[config.mk]
export PLATFORM = sky130hd
export DESIGN_NAME = nanorv32_prog_loader_flat
export DESIGN_NICKNAME = d
export VERILOG_FILES = /design/src/rtl/nanorv32_prog_loader_if.sv /design/src/rtl/nanorv32_prog_loader.sv /design/src/flat_wrapper.sv
export SDC_FILE = /design/constraint.sdc
export NUM_CORES = 1
export LEC_CHECK = 0
export CAP_MARGIN = 0
export CORE_MARGIN = 3
export CORE_UTILIZATION = 45
export CTS_BUF_LIST = sky130_fd_sc_hd__clkbuf_2
export DETAILED_ROUTE_END_ITERATION = 10
export PLACE_DENSITY = 0.74
export SYNTH_ARGS = -nofsm -noshare
export SYNTH_HDL_FRONTEND = slang
export SYNTH_SLANG_ARGS = --single-unit
[constraint.sdc]
create_clock -name clk -period 3.6 [get_ports clk]
set_input_delay 0.9 -clock clk [delete_from_list [all_inputs] [get_ports clk]]
set_output_delay 0.9 -clock clk [all_outputs]
set_load 0.02 [all_outputs]
[src/rtl/nanorv32_prog_loader_if.sv]
// Byte-stream input and TCM0 word-write port of the boot loader.
// master = byte source / RAM side, slave = loader side.
interface nanorv32_prog_loader_if #(
  parameter int ADDR_WIDTH = 14
);
  logic                  in_valid;
  logic [7:0]            in_data;
  logic                  in_ready;
  logic                  mem_we;
  logic [ADDR_WIDTH-1:0] mem_addr;
  logic [31:0]           mem_wdata;

  modport master (
    output in_valid, in_data,
    input  in_ready, mem_we, mem_addr, mem_wdata
  );

  modport slave (
    input  in_valid, in_data,
    output in_ready, mem_we, mem_addr, mem_wdata
  );
endinterface

[src/rtl/nanorv32_prog_loader.sv]
// Streaming boot loader: length-prefixed byte image -> little-endian TCM words, CPU held in reset until done.
// Optional trailing modulo-256 checksum byte when NANORV32_LOADER_CHECKSUM_EN is defined.

// One byte lane of the word assembler; dout forwards the byte being accepted this cycle.
module nanorv32_prog_loader_lane (
  input  logic       clk,
  input  logic       rst_n,
  input  logic       load,
  input  logic       clr,
  input  logic [7:0] din,
  output logic [7:0] dout
);
  logic [7:0] byte_q, byte_d;

  always_comb begin
    byte_d = byte_q;
    if (clr)       byte_d = '0;
    else if (load) byte_d = din;
  end

  always_ff @(posedge clk) begin
    if (!rst_n) byte_q <= '0;
    else        byte_q <= byte_d;
  end

  assign dout = load ? din : byte_q;
endmodule

module nanorv32_prog_loader #(
  parameter int ADDR_WIDTH = 14,
  parameter int BASE_WORD  = 0
) (
  input  logic                         clk,
  input  logic                         rst_n,
  nanorv32_prog_loader_if.slave        bus,
  output logic                         cpu_rst_n,
  output logic                         busy,
  output logic                         done,
  output logic                         error
);
  localparam int NUM_LANES = 4;
  localparam logic [32:0]           CAP  = 33'(1) << (ADDR_WIDTH + 2);
  localparam logic [ADDR_WIDTH-1:0] BASE = ADDR_WIDTH'(BASE_WORD);

`ifdef NANORV32_LOADER_CHECKSUM_EN
  typedef enum logic [2:0] {S_IDLE, S_LEN, S_DATA, S_FLUSH, S_CHK, S_DONE, S_ERROR} state_e;
`else
  typedef enum logic [2:0] {S_IDLE, S_LEN, S_DATA, S_FLUSH, S_DONE, S_ERROR} state_e;
`endif

  state_e                state_q, state_d;
  logic [23:0]           len_q, len_d;
  logic [1:0]            cnt_q, cnt_d;
  logic [31:0]           rem_q, rem_d;
  logic [1:0]            lane_q, lane_d;
  logic                  in_ready_q, in_ready_d;
  logic                  mem_we_q, mem_we_d;
  logic [ADDR_WIDTH-1:0] mem_addr_q, mem_addr_d;
  logic [31:0]           mem_wdata_q, mem_wdata_d;
  logic                  cpu_rst_n_q, cpu_rst_n_d;
  logic                  busy_q, busy_d;
  logic                  done_q, done_d;
  logic                  error_q, error_d;
`ifdef NANORV32_LOADER_CHECKSUM_EN
  logic [7:0]            sum_q, sum_d;
`endif

  logic                        accept, data_acc, emit;
  logic [31:0]                 len_full;
  logic [NUM_LANES-1:0][7:0]   lane_byte;

  assign accept   = bus.in_valid && in_ready_q;
  assign data_acc = accept && (state_q == S_DATA);
  // A word is emitted on its top lane or on the last payload byte; higher lanes are still clear then.
  assign emit     = data_acc && ((lane_q == 2'd3) || (rem_q == 32'd1));
  assign len_full = {bus.in_data, len_q};

  for (genvar i = 0; i < NUM_LANES; i++) begin : g_lane
    nanorv32_prog_loader_lane u_lane (
      .clk  (clk),
      .rst_n(rst_n),
      .load (data_acc && (lane_q == 2'(i))),
      .clr  (emit),
      .din  (bus.in_data),
      .dout (lane_byte[i])
    );
  end

  always_comb begin
    state_d     = state_q;
    len_d       = len_q;
    cnt_d       = cnt_q;
    rem_d       = rem_q;
    lane_d      = lane_q;
    mem_we_d    = 1'b0;
    mem_wdata_d = mem_wdata_q;
    mem_addr_d  = mem_we_q ? mem_addr_q + ADDR_WIDTH'(1) : mem_addr_q;
`ifdef NANORV32_LOADER_CHECKSUM_EN
    sum_d       = sum_q;
`endif

    case (state_q)
      S_IDLE: begin
        state_d = S_LEN;
        cnt_d   = 2'd0;
`ifdef NANORV32_LOADER_CHECKSUM_EN
        sum_d   = 8'd0;
`endif
      end
      S_LEN: if (accept) begin
        len_d = len_full[31:8];
        cnt_d = cnt_q + 2'd1;
        if (cnt_q == 2'd3) begin
          if (len_full == 32'd0) begin
`ifdef NANORV32_LOADER_CHECKSUM_EN
            state_d = S_CHK;
`else
            state_d = S_DONE;
`endif
          end else if ({1'b0, len_full} > CAP) begin
            state_d = S_ERROR;
          end else begin
            state_d = S_DATA;
            rem_d   = len_full;
            lane_d  = 2'd0;
          end
        end
      end
      S_DATA: if (accept) begin
        rem_d  = rem_q - 32'd1;
        lane_d = lane_q + 2'd1;
`ifdef NANORV32_LOADER_CHECKSUM_EN
        sum_d  = sum_q + bus.in_data;
`endif
        if (emit) begin
          mem_we_d    = 1'b1;
          mem_wdata_d = lane_byte;
        end
        if (rem_q == 32'd1) state_d = S_FLUSH;
      end
      S_FLUSH: begin
`ifdef NANORV32_LOADER_CHECKSUM_EN
        state_d = S_CHK;
`else
        state_d = S_DONE;
`endif
      end
`ifdef NANORV32_LOADER_CHECKSUM_EN
      S_CHK: if (accept) state_d = (bus.in_data == sum_q) ? S_DONE : S_ERROR;
`endif
      S_DONE:  state_d = S_DONE;
      S_ERROR: state_d = S_ERROR;
      default: state_d = S_IDLE;
    endcase

    // Outputs are registered and decoded from the next state so they line up with state_q.
    in_ready_d  = (state_d == S_LEN) || (state_d == S_DATA);
    busy_d      = (state_d == S_LEN) || (state_d == S_DATA) || (state_d == S_FLUSH);
`ifdef NANORV32_LOADER_CHECKSUM_EN
    in_ready_d  = in_ready_d || (state_d == S_CHK);
    busy_d      = busy_d || (state_d == S_CHK);
`endif
    done_d      = (state_d == S_DONE);
    error_d     = (state_d == S_ERROR);
    cpu_rst_n_d = (state_d == S_DONE);
  end

  always_ff @(posedge clk) begin
    if (!rst_n) begin
      state_q     <= S_IDLE;
      len_q       <= '0;
      cnt_q       <= '0;
      rem_q       <= '0;
      lane_q      <= '0;
      in_ready_q  <= 1'b0;
      mem_we_q    <= 1'b0;
      mem_addr_q  <= BASE;
      mem_wdata_q <= '0;
      cpu_rst_n_q <= 1'b0;
      busy_q      <= 1'b0;
      done_q      <= 1'b0;
      error_q     <= 1'b0;
`ifdef NANORV32_LOADER_CHECKSUM_EN
      sum_q       <= '0;
`endif
    end else begin
      state_q     <= state_d;
      len_q       <= len_d;
      cnt_q       <= cnt_d;
      rem_q       <= rem_d;
      lane_q      <= lane_d;
      in_ready_q  <= in_ready_d;
      mem_we_q    <= mem_we_d;
      mem_addr_q  <= mem_addr_d;
      mem_wdata_q <= mem_wdata_d;
      cpu_rst_n_q <= cpu_rst_n_d;
      busy_q      <= busy_d;
      done_q      <= done_d;
      error_q     <= error_d;
`ifdef NANORV32_LOADER_CHECKSUM_EN
      sum_q       <= sum_d;
`endif
    end
  end

  assign bus.in_ready  = in_ready_q;
  assign bus.mem_we    = mem_we_q;
  assign bus.mem_addr  = mem_addr_q;
  assign bus.mem_wdata = mem_wdata_q;
  assign cpu_rst_n     = cpu_rst_n_q;
  assign busy          = busy_q;
  assign done          = done_q;
  assign error         = error_q;
endmodule

[src/flat_wrapper.sv]
// flat-port wrapper written by rule: the top's interface ports become plain ports
module nanorv32_prog_loader_flat 
#(
  parameter int ADDR_WIDTH = 14,
  parameter int BASE_WORD  = 0
)
  (clk, rst_n, cpu_rst_n, busy, done, error, bus_in_valid, bus_in_data, bus_in_ready, bus_mem_we, bus_mem_addr, bus_mem_wdata);
  nanorv32_prog_loader_if #(.ADDR_WIDTH(ADDR_WIDTH)) bus_i ();
  input  logic clk;
  input  logic rst_n;
  output logic cpu_rst_n;
  output logic busy;
  output logic done;
  output logic error;
  input wire logic [$bits(bus_i.in_valid)-1:0] bus_in_valid;
  input wire logic [$bits(bus_i.in_data)-1:0] bus_in_data;
  output wire logic [$bits(bus_i.in_ready)-1:0] bus_in_ready;
  output wire logic [$bits(bus_i.mem_we)-1:0] bus_mem_we;
  output wire logic [$bits(bus_i.mem_addr)-1:0] bus_mem_addr;
  output wire logic [$bits(bus_i.mem_wdata)-1:0] bus_mem_wdata;
  assign bus_i.in_valid = bus_in_valid;
  assign bus_i.in_data = bus_in_data;
  assign bus_in_ready = bus_i.in_ready;
  assign bus_mem_we = bus_i.mem_we;
  assign bus_mem_addr = bus_i.mem_addr;
  assign bus_mem_wdata = bus_i.mem_wdata;
  nanorv32_prog_loader #(.ADDR_WIDTH(ADDR_WIDTH), .BASE_WORD(BASE_WORD)) u_core (.clk(clk), .rst_n(rst_n), .bus(bus_i), .cpu_rst_n(cpu_rst_n), .busy(busy), .done(done), .error(error));
endmodule
Word level (Yosys, flattened, before mapping):

Cells that the tools add are included.

* register bits after elaboration: 146
* input port bits: 11
* output and inout port bits: 52
* logic and storage cells: 90

* add/sub/neg operators: 4
* magnitude comparators: 1
* equal/unequal tests: 20
* muxes and demuxes: 26
* bitwise logic cells: 1
* reduce and logical (&&, ||, !) cells: 22

Operator list (number)
* two-way mux 32 bit: 5
* one-hot mux 32 bit (2 select lines): 1
* equality test 32 x 1 -> 1 bit (second input constant): 1
* > comparator 32 x 17 -> 1 bit (second input constant): 1
* zero test 32 bit: 1
* two-way mux 8 bit: 4
* subtractor 32 x 1 -> 32 bit (second input constant): 1
* two-way mux 3 bit: 6
* one-hot mux 3 bit (5 select lines): 1
* adder 14 x 1 -> 14 bit (second input constant): 1
* equality test 3 x 2 -> 1 bit (second input constant): 4
* equality test 3 bit (second input constant): 4
* two-way mux 2 bit: 6
* one-hot mux 2 bit (2 select lines): 2
* logical AND 1 bit: 7
* equality test 2 bit (second input constant): 3
* equality test 3 x 1 -> 1 bit (second input constant): 2
* != test 2 x 1 -> 1 bit (second input constant): 3
* AND reduction 3 bit: 2
* AND reduction 6 bit: 1
* adder 2 x 1 -> 2 bit (second input constant): 2
* != test 2 bit (second input constant): 2
* AND reduction 2 bit: 2
* nonzero test 2 bit: 2
* other kinds (7): 10

Depth between registers and ports, before layout:

Gate-level depths: netlist of the first run.

* depth in word-level cells: 9
* gate-level depth with buffers: 8
* gate-level depth less buffers: 7

By module:

A second synthesis of the first run with hierarchy kept.

* cells, all modules: 786
* area, all modules: 6668.9 um^2

Modules (own cells, without submodules)
* nanorv32_prog_loader: instances 1, cells an instance 682, area each 5247.5 um^2, seq. area each 2282.2 um^2
* nanorv32_prog_loader_lane: instances 4, cells an instance 26, area each 355.3 um^2, seq. area each 160.2 um^2

Worst setup path before layout of the first run:

OpenSTA, ideal clock, no wires.

* path kind: input to register
* start: input bus_in_data[0]
* end: register u_core.rem_q[17]
* setup time: 119 ps
* arrival: 2545 ps
* data required time: 3481 ps
* setup slack: 936 ps
* cell stages on the path: 6
* buffers on the path: 1
* cells stage by stage: nor4_1 -> nand4_1 -> nor4_1 -> a21oi_1 -> clkbuf_1 -> o221a_2

* cells in the longest elaborated chain, start to end: 3
* elaborated cells between the ends (all ways): 5
* those cells by class: order compare (1); eq/ne (2); reduce/logical (2)

Ends and longest elaborated chain
* start, declared: RTL line flat_wrapper.sv:16 `input wire logic [$bits(bus_i.in_data)-1:0] bus_in_data;`
* > comparator 32 x 17 -> 1 bit / zero test 32 bit (equally long branches): RTL line nanorv32_prog_loader.sv:120, nanorv32_prog_loader.sv:114
* != test 2 bit (no source line)
* AND reduction 6 bit (no source line) *
* end signal, assigned: RTL line nanorv32_prog_loader.sv:190 `rem_q <= rem_d;`
* end, declared: RTL line nanorv32_prog_loader.sv:54 `logic [31:0] rem_q, rem_d;`

Every way passes the cells marked *; elsewhere a longest branch is shown, timed or not.
A chain may end at the register's enable or synchronous reset.

Final worst setup path of the first run:

* start: register u_core.mem_we_q (netlist: u_core.bus.mem_we)
* end: output bus_mem_we

RTL lines
* start, declared: RTL line nanorv32_prog_loader.sv:57 `logic mem_we_q, mem_we_d;`
* start signal, assigned: RTL line nanorv32_prog_loader.sv:193 `mem_we_q <= mem_we_d;`
* end, declared: RTL line flat_wrapper.sv:18 `output wire logic [$bits(bus_i.mem_we)-1:0] bus_mem_we;`

No word-level cell between the ends.

==> impl_metrics.yaml, run 1 <==
outcome:
  status: "complete, no violations"
synthesis:
  synth_nets: 719
  synth.distinct_cells: 60
  syn_area_um2: 6150
  ys.flop_type: "dfxtp_1"
  ys_warn_count: 0
  synthArstFlopShare_pct: 0
  synth-seq-cells: 146
  synth_seq_area_share_pct: 47.5
  syn_inst: 700
  postSynthAreaPerCell_um2: 8.78
  synth-edff-count: 0
grt:
  grt_max_degree: 52
  grt.overflow.total: 0
  grt_pass1_wl_um: 25800
  antenna_found_initial: 0
  grt_pass1_vias: 5179
  grt_usage_pct: 21.5
clock_tree:
  clk_latency_ns: 0.71
  cts_resized: 0
  clk_pin_slew_ns: 0.21
  cts_setup_buffers: 0
  cts_max_path_buffers: 2
  ctsHoldBuffers: 0
  root_buffer: "clkbuf_2"
  cts_num_sinks: 146
  htreeDepth: 4
  cts_tree: "done"
  cts_buffers: 17
setup_path:
  path_cells: "clkdlybuf4s50_1"
  cp-start-kind: "flip-flop"
  crit_fanout: 7
  slowest_delay_ns: 0.68
  required_ns: 2.70
  slowest_stage: "clkdlybuf4s50_1"
  crit_arrival_ns: 1.93
  crit_family: "buffers and inverters"
  crit_buf_inv: 1
  path_class: "flip-flop to output pin"
  crit_path_end_kind: "output pin"
sta:
  timing.hold.ws_ns: 0.461
  post-route-period-util_pct: 78.7
  max_freq_ghz: 0.353
  hold_violations: 0
  layout_min_cycle_time_ns: 2.83
  slew_headroom_pct: 11.5
  clock_skew_ns: 0.0367
  setup_tns_ns: 0
  grt_setup_unrepaired: "false"
  tightestPinTransition_ns: 1.33
  setup_viol: 0
  drv_slew: 0
final_layout:
  diodes: 0
  finalNetCount: 778
  fin_cells: 948
  syn_to_final_growth_pct: 16.6
  layout_common_cells: "dfxtp_1 (146), nand2_1 (84), nor2_1 (75)"
  layout-drive-gt1-share_pct: 8.42
  layout_commonest_cell: "dfxtp_1"
detailed_routing:
  dr_wl_met2_um: 7390
  drt-pass1-iter-count: 5
  viasPerCell: 5.74
  drt_iter0_markers: 398
  drc: 0
  met3_length_um: 871
  met1_length_um: 6930
  drt-wirelength-per-cell_um: 16.4
  drt_wl_total_um: 15500
  vias: 5442
  highest_layer: "met4"
  ant_nets: 0
pwr:
  power_mw: 2.56
  p_per_area_nw_per_um2: 357
  peakVddDrop_v: 0.000250
  p_leak_nw: 2.75
placement:
  portBuffers: 62
  placed_cells: 916
  hpwl_um: 10600
  place.gp.congestion: 0.934
worst_hold_path:
  hp-class: "flip-flop to flip-flop"
floorplan:
  row_count: 42
  core_um2: 13300
  start_util_pct: 46.2
  die_x_um: 123
  io_pins: 63
  die_h_um: 123
  die-area_um2: 15100
job:
  maxCapViolCount: 0
-- state kept, by name, indices dropped and copies added (netlist names) --
signal and flops:
u_core.cpu_rst_n 1, u_core.bus.mem_addr 14, u_core.len_q 24, u_core.bus.in_ready 1
u_core.cnt_q 2, u_core.busy 1, u_core.error 1, u_core.lane_q 2
u_core.bus.mem_wdata 32, u_core.bus.mem_we 1, u_core.g_lane.u_lane.byte_q 32, u_core.rem_q 32
u_core.state_q 3
-- metal layers --
metal	up-vias	track usage, %
met5	-	0
met2	193	34.5
met1	2591	28.2
li1	2631	-
met3	27	4.76
met4	0	8.33
-- final cells by class --
cell class	instances	area, um^2
fill	1213	6120
multi-input combinational	502	3020
sequential	146	2920
timing repair buffer	82	771
tap	176	220
clock inverter	14	114
clock buffer	18	90.1
inverter	10	37.5
-- where the power goes --
group / switching (mW) / total (mW) / internal [mW]
Sequential: 0.00686 / 1.63 / 1.63
Combinational: 0.0617 / 0.0906 / 0.0289
Clock: 0.591 / 0.835 / 0.244
-- logic make-up after synthesis --
| group | Yosys count | share of synthesized area [%] |
|---|---|---|
| adders and majority gates | 8 | 1.63 |
| buffers and inverters | 52 | 3.54 |
| muxes | 35 | 5.70 |
| and+or+nand+nor | 270 | 20.9 |
| xor gates and xnor gates | 19 | 2.71 |
| AOI/OAI and AO/OA | 170 | 17.9 |
| DFF | 146 | 47.5 |
-- synthesized netlist by cell type (3+ instances only) --
cell / instances / share of area [%]
a21o_1: 3 / 0.37
a21oi_1: 59 / 4.8
a22oi_1: 3 / 0.37
a31oi_1: 8 / 0.81
and2_1: 13 / 1.3
and3_1: 6 / 0.61
buf_2: 9 / 0.73
clkbuf_1: 31 / 1.9
dfxtp_1: 146 / 48
ha_1: 8 / 1.6
inv_1: 9 / 0.55
mux2i_1: 35 / 5.7
nand2_1: 84 / 5.1
nand3_1: 17 / 1.4
nand4_1: 12 / 1.2
nor2_1: 76 / 4.6
nor3_1: 21 / 1.7
nor3b_1: 3 / 0.37
nor4_1: 13 / 1.3
nor4_2: 3 / 0.61
o211ai_1: 5 / 0.61
o21ai_0: 38 / 3.1
o221a_2: 4 / 0.73
o2bb2ai_1: 24 / 3.4
o31ai_1: 3 / 0.37
or3_1: 5 / 0.51
or4_1: 4 / 0.49
xnor2_1: 8 / 1.1
xor2_1: 11 / 1.6
-- per-stage QoR --
step / util [%] / worst slack (ns) / area (um^2)
floorplan: - / 0.936 / 6150
global placement: 52.4 / 0.425 / 6970
detailed placement: 52.4 / 0.337 / 6970
CTS: 53.9 / 0.705 / 7170
global route: 53.9 / 0.618 / 7170
finish: 53.9 / 0.766 / 7170
-- worst paths after layout --
kind | start | end | slack, ns | depth (start not counted)
max | u_core.bus.mem_we | bus_mem_we | 0.77 | 1
min | u_core.rem_q[31] | u_core.rem_q[31] | 0.46 | 1
max reg2reg | u_core.rem_q[17] | u_core.bus.mem_wdata[2] | 0.77 | 6
min reg2reg | u_core.rem_q[31] | u_core.rem_q[31] | 0.46 | 1
Note: power is estimated with default switching activity, not from simulation.
==> inputs of run 2 (changes only) <==
--- a/config.mk
+++ b/config.mk
@@ -10,7 +10,7 @@
 export CORE_UTILIZATION = 45
 export CTS_BUF_LIST = sky130_fd_sc_hd__clkbuf_2
 export DETAILED_ROUTE_END_ITERATION = 10
-export PLACE_DENSITY = 0.74
+export PLACE_DENSITY = 0.76
 export SYNTH_ARGS = -nofsm -noshare
 export SYNTH_HDL_FRONTEND = slang
 export SYNTH_SLANG_ARGS = --single-unit
==> constraint.sdc (replaced) <==
create_clock -name clk -period 2.45 [get_ports clk]
set_input_delay 0.6125 -clock clk [delete_from_list [all_inputs] [get_ports clk]]
set_output_delay 0.6125 -clock clk [all_outputs]
set_load 0.02 [all_outputs]
==> impl_metrics.yaml, run 2 (same netlist as run 1, synthesis figures left out) <==
placement:
  hpwl_um: 10900
  portBuffers: 62
  dpl-instance-area_um2: 7310
  pre_cts_slack_ns: -0.368
  place.gp.congestion: 0.903
detailed_routing:
  viasPerCell: 5.68
  vias: 5625
  met3_length_um: 955
  drt_wl_total_um: 16800
  drt-pass1-iter-count: 5
  dr_wl_met2_um: 8300
  drt-wirelength-per-cell_um: 17.0
  drc: 0
  met1_length_um: 7270
  drt_iter0_markers: 395
  highest_layer: "met4"
  ant_nets: 0
final_layout:
  layout_commonest_cell: "dfxtp_1"
  layout_common_cells: "dfxtp_1 (140), nand2_1 (84), nor2_1 (75)"
  final_util_pct: 60.1
  final_area_um2: 7990
  syn_to_final_growth_pct: 29.9
  layout-drive-gt1-share_pct: 17.3
  finalNetCount: 821
  diodes: 0
outcome:
  failed_checks: "setup timing"
  status: "finished with violations"
sta:
  post-route-worst-setup-slack_ns: -0.0558
  slew_headroom_pct: 18.8
  timing.hold.ws_ns: 0.486
  tightestPinTransition_ns: 1.22
  grt_setup_unrepaired: "true"
  post-route-period-util_pct: 102
  clock_skew_ns: 0.0263
  layout_min_cycle_time_ns: 2.51
  setup_viol: 23
  hold_violations: 0
  drv_slew: 0
  max_freq_ghz: 0.399
grt:
  grt_pass1_vias: 5248
  antenna_found_initial: 0
  grt_max_degree: 52
  grt_pass1_wl_um: 25500
  grt.overflow.total: 0
  grt_usage_pct: 21.3
worst_hold_path:
  min_to: "u_core.bus.mem_wdata[0]"
  min_from: "u_core.bus.mem_wdata[0]"
  hp-class: "flip-flop to flip-flop"
  hold_depth: 1
clock_tree:
  root_buffer: "clkbuf_2"
  htreeDepth: 4
  cts_tree: "done"
  cts_num_sinks: 146
  clk_pin_slew_ns: 0.22
  cts_buffers: 17
  cts_max_path_buffers: 2
  clk_latency_ns: 0.75
floorplan:
  row_count: 42
  start_util_pct: 46.2
  die_h_um: 123
  io_pins: 63
  core_um2: 13300
  die-area_um2: 15100
  die_x_um: 123
setup_path:
  cp-start-kind: "flip-flop"
  reg2reg_from: "u_core.rem_q[24]"
  crit_fanout: 6
  crit_path_end_kind: "flip-flop"
  reg2reg_depth: 8
  rrSetupSlack_ns: -0.06
  path_class: "flip-flop to flip-flop"
  required_ns: 3.14
  crit_arrival_ns: 3.20
  reg2reg_to: "u_core.bus.mem_wdata[11]"
pwr:
  p_per_area_nw_per_um2: 492
  peakVddDrop_v: 0.000455
  p_leak_nw: 3.75
  power_mw: 3.93
job:
  maxCapViolCount: 0
run 2: critical path, cell delays in order (launching register included):
cell and delay [ns]:
dfxtp_2 0.36, or4_4 0.53, or4_4 0.55, o31a_1 0.30, nor2_4 0.17, buf_6 0.14
nand2_8 0.08, clkbuf_16 0.21, o2bb2ai_2 0.13
run 2: worst max path at each step:
stage,slack [ns],from,endpoint
floorplan,0.002,u_core.rem_q[17],u_core.bus.in_ready
global placement,-0.33,bus_in_data[0],u_core.busy
detailed placement,-0.37,bus_in_data[0],u_core.busy
CTS,-0.08,u_core.rem_q[17],u_core.bus.mem_wdata[17]
global route,-0.13,u_core.rem_q[24],u_core.bus.mem_wdata[21]
finish,-0.06,u_core.rem_q[24],u_core.bus.mem_wdata[11]
run 2: per-layer routing:
| metal | up-vias | global-route usage, % |
|---|---|---|
| li1 | 2720 | - |
| met1 | 2696 | 27.5 |
| met2 | 178 | 34.8 |
| met3 | 31 | 5.54 |
| met4 | 0 | 7.35 |
| met5 | - | 0 |
run 2: through the flow:
step / instances / setup TNS, ns
floorplan: 700 / 0
global placement: 955 / -13.97
detailed placement: 955 / -16.32
CTS: 987 / -1.90
global route: 991 / -3.52
finish: 991 / -0.582
run 2: power by group:
group	internal [mW]	switching [mW]	total (mW)
Sequential	2.39	0.0108	2.40
Clock	0.493	0.886	1.38
Combinational	0.0509	0.0999	0.151
Total	2.93	0.996	3.93
run 2: cell type report:
class	instances	area, um^2
flip-flops and latches	146	2930
fillers	1081	5310
clock buffers	21	105
repair buffers	125	1250
multi-input cells	502	3320
clock inverters	11	131
well taps	176	220
inverters	10	37.5
run 2: what timing repair did:
item,in CTS,in global routing
hold buffers,0,0
gates resized for setup,16,75
gates cloned,0,3
hold endpoints to repair,0,0
buffers inserted,0,1
pin swaps,0,26
setup endpoints to repair,74,97
==> inputs of run 3 (changes only) <==
--- a/config.mk
+++ b/config.mk
@@ -5,12 +5,11 @@
 export SDC_FILE = /design/constraint.sdc
 export NUM_CORES = 1
 export LEC_CHECK = 0
-export CAP_MARGIN = 0
 export CORE_MARGIN = 3
-export CORE_UTILIZATION = 45
+export CORE_UTILIZATION = 50
 export CTS_BUF_LIST = sky130_fd_sc_hd__clkbuf_2
 export DETAILED_ROUTE_END_ITERATION = 10
-export PLACE_DENSITY = 0.76
+export PLACE_DENSITY = 0.82
 export SYNTH_ARGS = -nofsm -noshare
 export SYNTH_HDL_FRONTEND = slang
 export SYNTH_SLANG_ARGS = --single-unit
==> impl_metrics.yaml, run 3 (same netlist as run 1, synthesis figures left out) <==
grt:
  grt.met1_usage_pct: 31.8
  grtUsageMet3_pct: 5.19
  antenna_found_initial: 0
  grt_pass1_vias: 5490
  grt_usage_pct: 24.5
  grt-busiest-layer: "met2"
  use_met2_pct: 40.3
  grt.overflow.total: 0
  grt_pass1_wl_um: 26700
  grt_max_degree: 52
setup_path:
  reg2reg_depth: 7
  cp-start-kind: "flip-flop"
  required_ns: 3.12
  crit_top_cell: "or4_4"
  slowest_stage: "or4_4"
  reg2reg_from: "u_core.rem_q[17]"
  crit_path_end_kind: "flip-flop"
  path_class: "flip-flop to flip-flop"
  reg2reg_to: "u_core.bus.mem_wdata[5]"
  crit_arrival_ns: 3.15
  crit_family: "simple AND/OR/NAND/NOR gates"
  rrSetupSlack_ns: -0.03
  slowest_delay_ns: 0.57
  crit_fanout: 12
  crit_buf_inv: 1
  path_cells: "or4_4 > or4_4 > o31a_1 > nor2_4 > nand2_4 > clkbuf_16 > o2bb2ai_1"
floorplan:
  die_x_um: 117
  core_um2: 11700
  die_h_um: 117
  start_util_pct: 52.5
  die-area_um2: 13700
  row_count: 39
  io_pins: 63
sta:
  max_freq_ghz: 0.404
  drv_slew: 0
  post-route-worst-setup-slack_ns: -0.0270
  layout_min_cycle_time_ns: 2.48
  clock_skew_ns: 0.0337
  hold_violations: 0
  slew_headroom_pct: 62.6
  setup_viol: 12
  tightestPinTransition_ns: 0.561
  post-route-period-util_pct: 101
  setup_tns_ns: -0.134
  grt_setup_unrepaired: "true"
placement:
  dpl-instance-area_um2: 7240
  place.gp.congestion: 0.914
  pre_cts_slack_ns: -0.430
  hpwl_um: 11000
  portBuffers: 62
pwr:
  p_per_area_nw_per_um2: 536
  p_leak_nw: 3.31
  peakVddDrop_v: 0.000476
detailed_routing:
  drt-pass1-iter-count: 6
  vias: 5806
  drt-wirelength-per-cell_um: 18.0
  drc: 0
  viasPerCell: 6.05
  ant_nets: 0
  drt_iter0_markers: 505
  drt_wl_total_um: 17300
final_layout:
  layout-drive-gt1-share_pct: 15.4
  finalNetCount: 823
  syn_to_final_growth_pct: 26.2
  final-seq-area_um2: 2930
  layout_commonest_cell: "dfxtp_1"
  layout_common_cells: "dfxtp_1 (144), nand2_1 (84), nor2_1 (75)"
  fill_cells: 855
  final_util_pct: 66.3
  diodes: 0
  final_area_um2: 7760
  multi_input_area_um2: 3140
worst_hold_path:
  min_from: "u_core.bus.mem_wdata[16]"
  min_to: "u_core.bus.mem_wdata[16]"
  hp-class: "flip-flop to flip-flop"
  hold_depth: 1
clock_tree:
  clk_latency_ns: 0.75
  cts_buffers: 17
  ctsHoldBuffers: 0
  cts_num_sinks: 146
  htreeDepth: 4
  cts_tree: "done"
  root_buffer: "clkbuf_2"
  clk_pin_slew_ns: 0.21
  cts_max_path_buffers: 2
outcome:
  failed_checks: "setup timing"
  status: "finished with violations"
job:
  maxCapViolCount: 0
run 3: changes by cell type in the layout (fill, tap and decap cells not counted), moves of 9 or more:
cell,change
clkdlybuf4s50_1,+26
dlymetal6s2s_1,-22
o2bb2ai_1,+11
o2bb2ai_4,-9
run 3: worst register-to-register path: stages, from the launching register on:
cell	delay, ns
dfxtp_2	0.37
or4_4	0.54
or4_4	0.57
o31a_1	0.32
nor2_4	0.15
nand2_4	0.11
clkbuf_16	0.21
o2bb2ai_1	0.16
run 3: metrics by stage:
stage	hold slack, ns	power (mW)	instances
2_1_floorplan	0.422	2.51	700
3_3_place_gp	0.441	2.58	920
3_5_place_dp	0.447	2.58	920
4_1_cts	0.491	4.15	952
5_1_grt	0.503	4.28	960
6_report	0.490	4.16	960
run 3: cell type report:
type                            count  area share (%)
Tap cell                          143            2.31
Timing Repair Buffer              125            15.2
Clock buffer                       17            1.10
Sequential cell                   146            37.7
Inverter                           10           0.484
Multi-Input combinational cell    504            40.5
Clock inverter                     15            2.66
run 3: worst max path at each step:
stage	slack, ns	cells past startpoint	endpoint	from
floorplan	0.002	8	u_core.bus.in_ready	u_core.rem_q[17]
global placement	-0.34	9	u_core.busy	bus_in_data[0]
detailed placement	-0.43	9	u_core.busy	bus_in_data[0]
CTS	-0.008	6	u_core.bus.mem_wdata[31]	u_core.rem_q[17]
global route	-0.08	7	u_core.bus.mem_wdata[5]	u_core.rem_q[17]
finish	-0.03	7	u_core.bus.mem_wdata[5]	u_core.rem_q[17]
run 3: power breakdown:
group | total, mW | switching [mW] | leakage [nW] | internal (mW)
registers | 2.40 | 0.0107 | 1.18 | 2.39
clock network | 1.61 | 0.928 | 0.167 | 0.684
logic | 0.150 | 0.0989 | 1.96 | 0.0511
total | 4.16 | 1.04 | 3.31 | 3.12
run 3: what timing repair did:
action / CTS / global route
pin swaps: 2 / 9
resized for setup: 16 / 27
buffers inserted: 0 / 3
gates cloned: 0 / 5
endpoints found under the setup margin: 74 / 70
run 3: metal layers:
layer | wire, um | share of wire, %
met2 | 8450 | 49
met3 | 1100 | 6.4
met5 | 0 | 0
met1 | 7280 | 42
met4 | 458 | 2.6
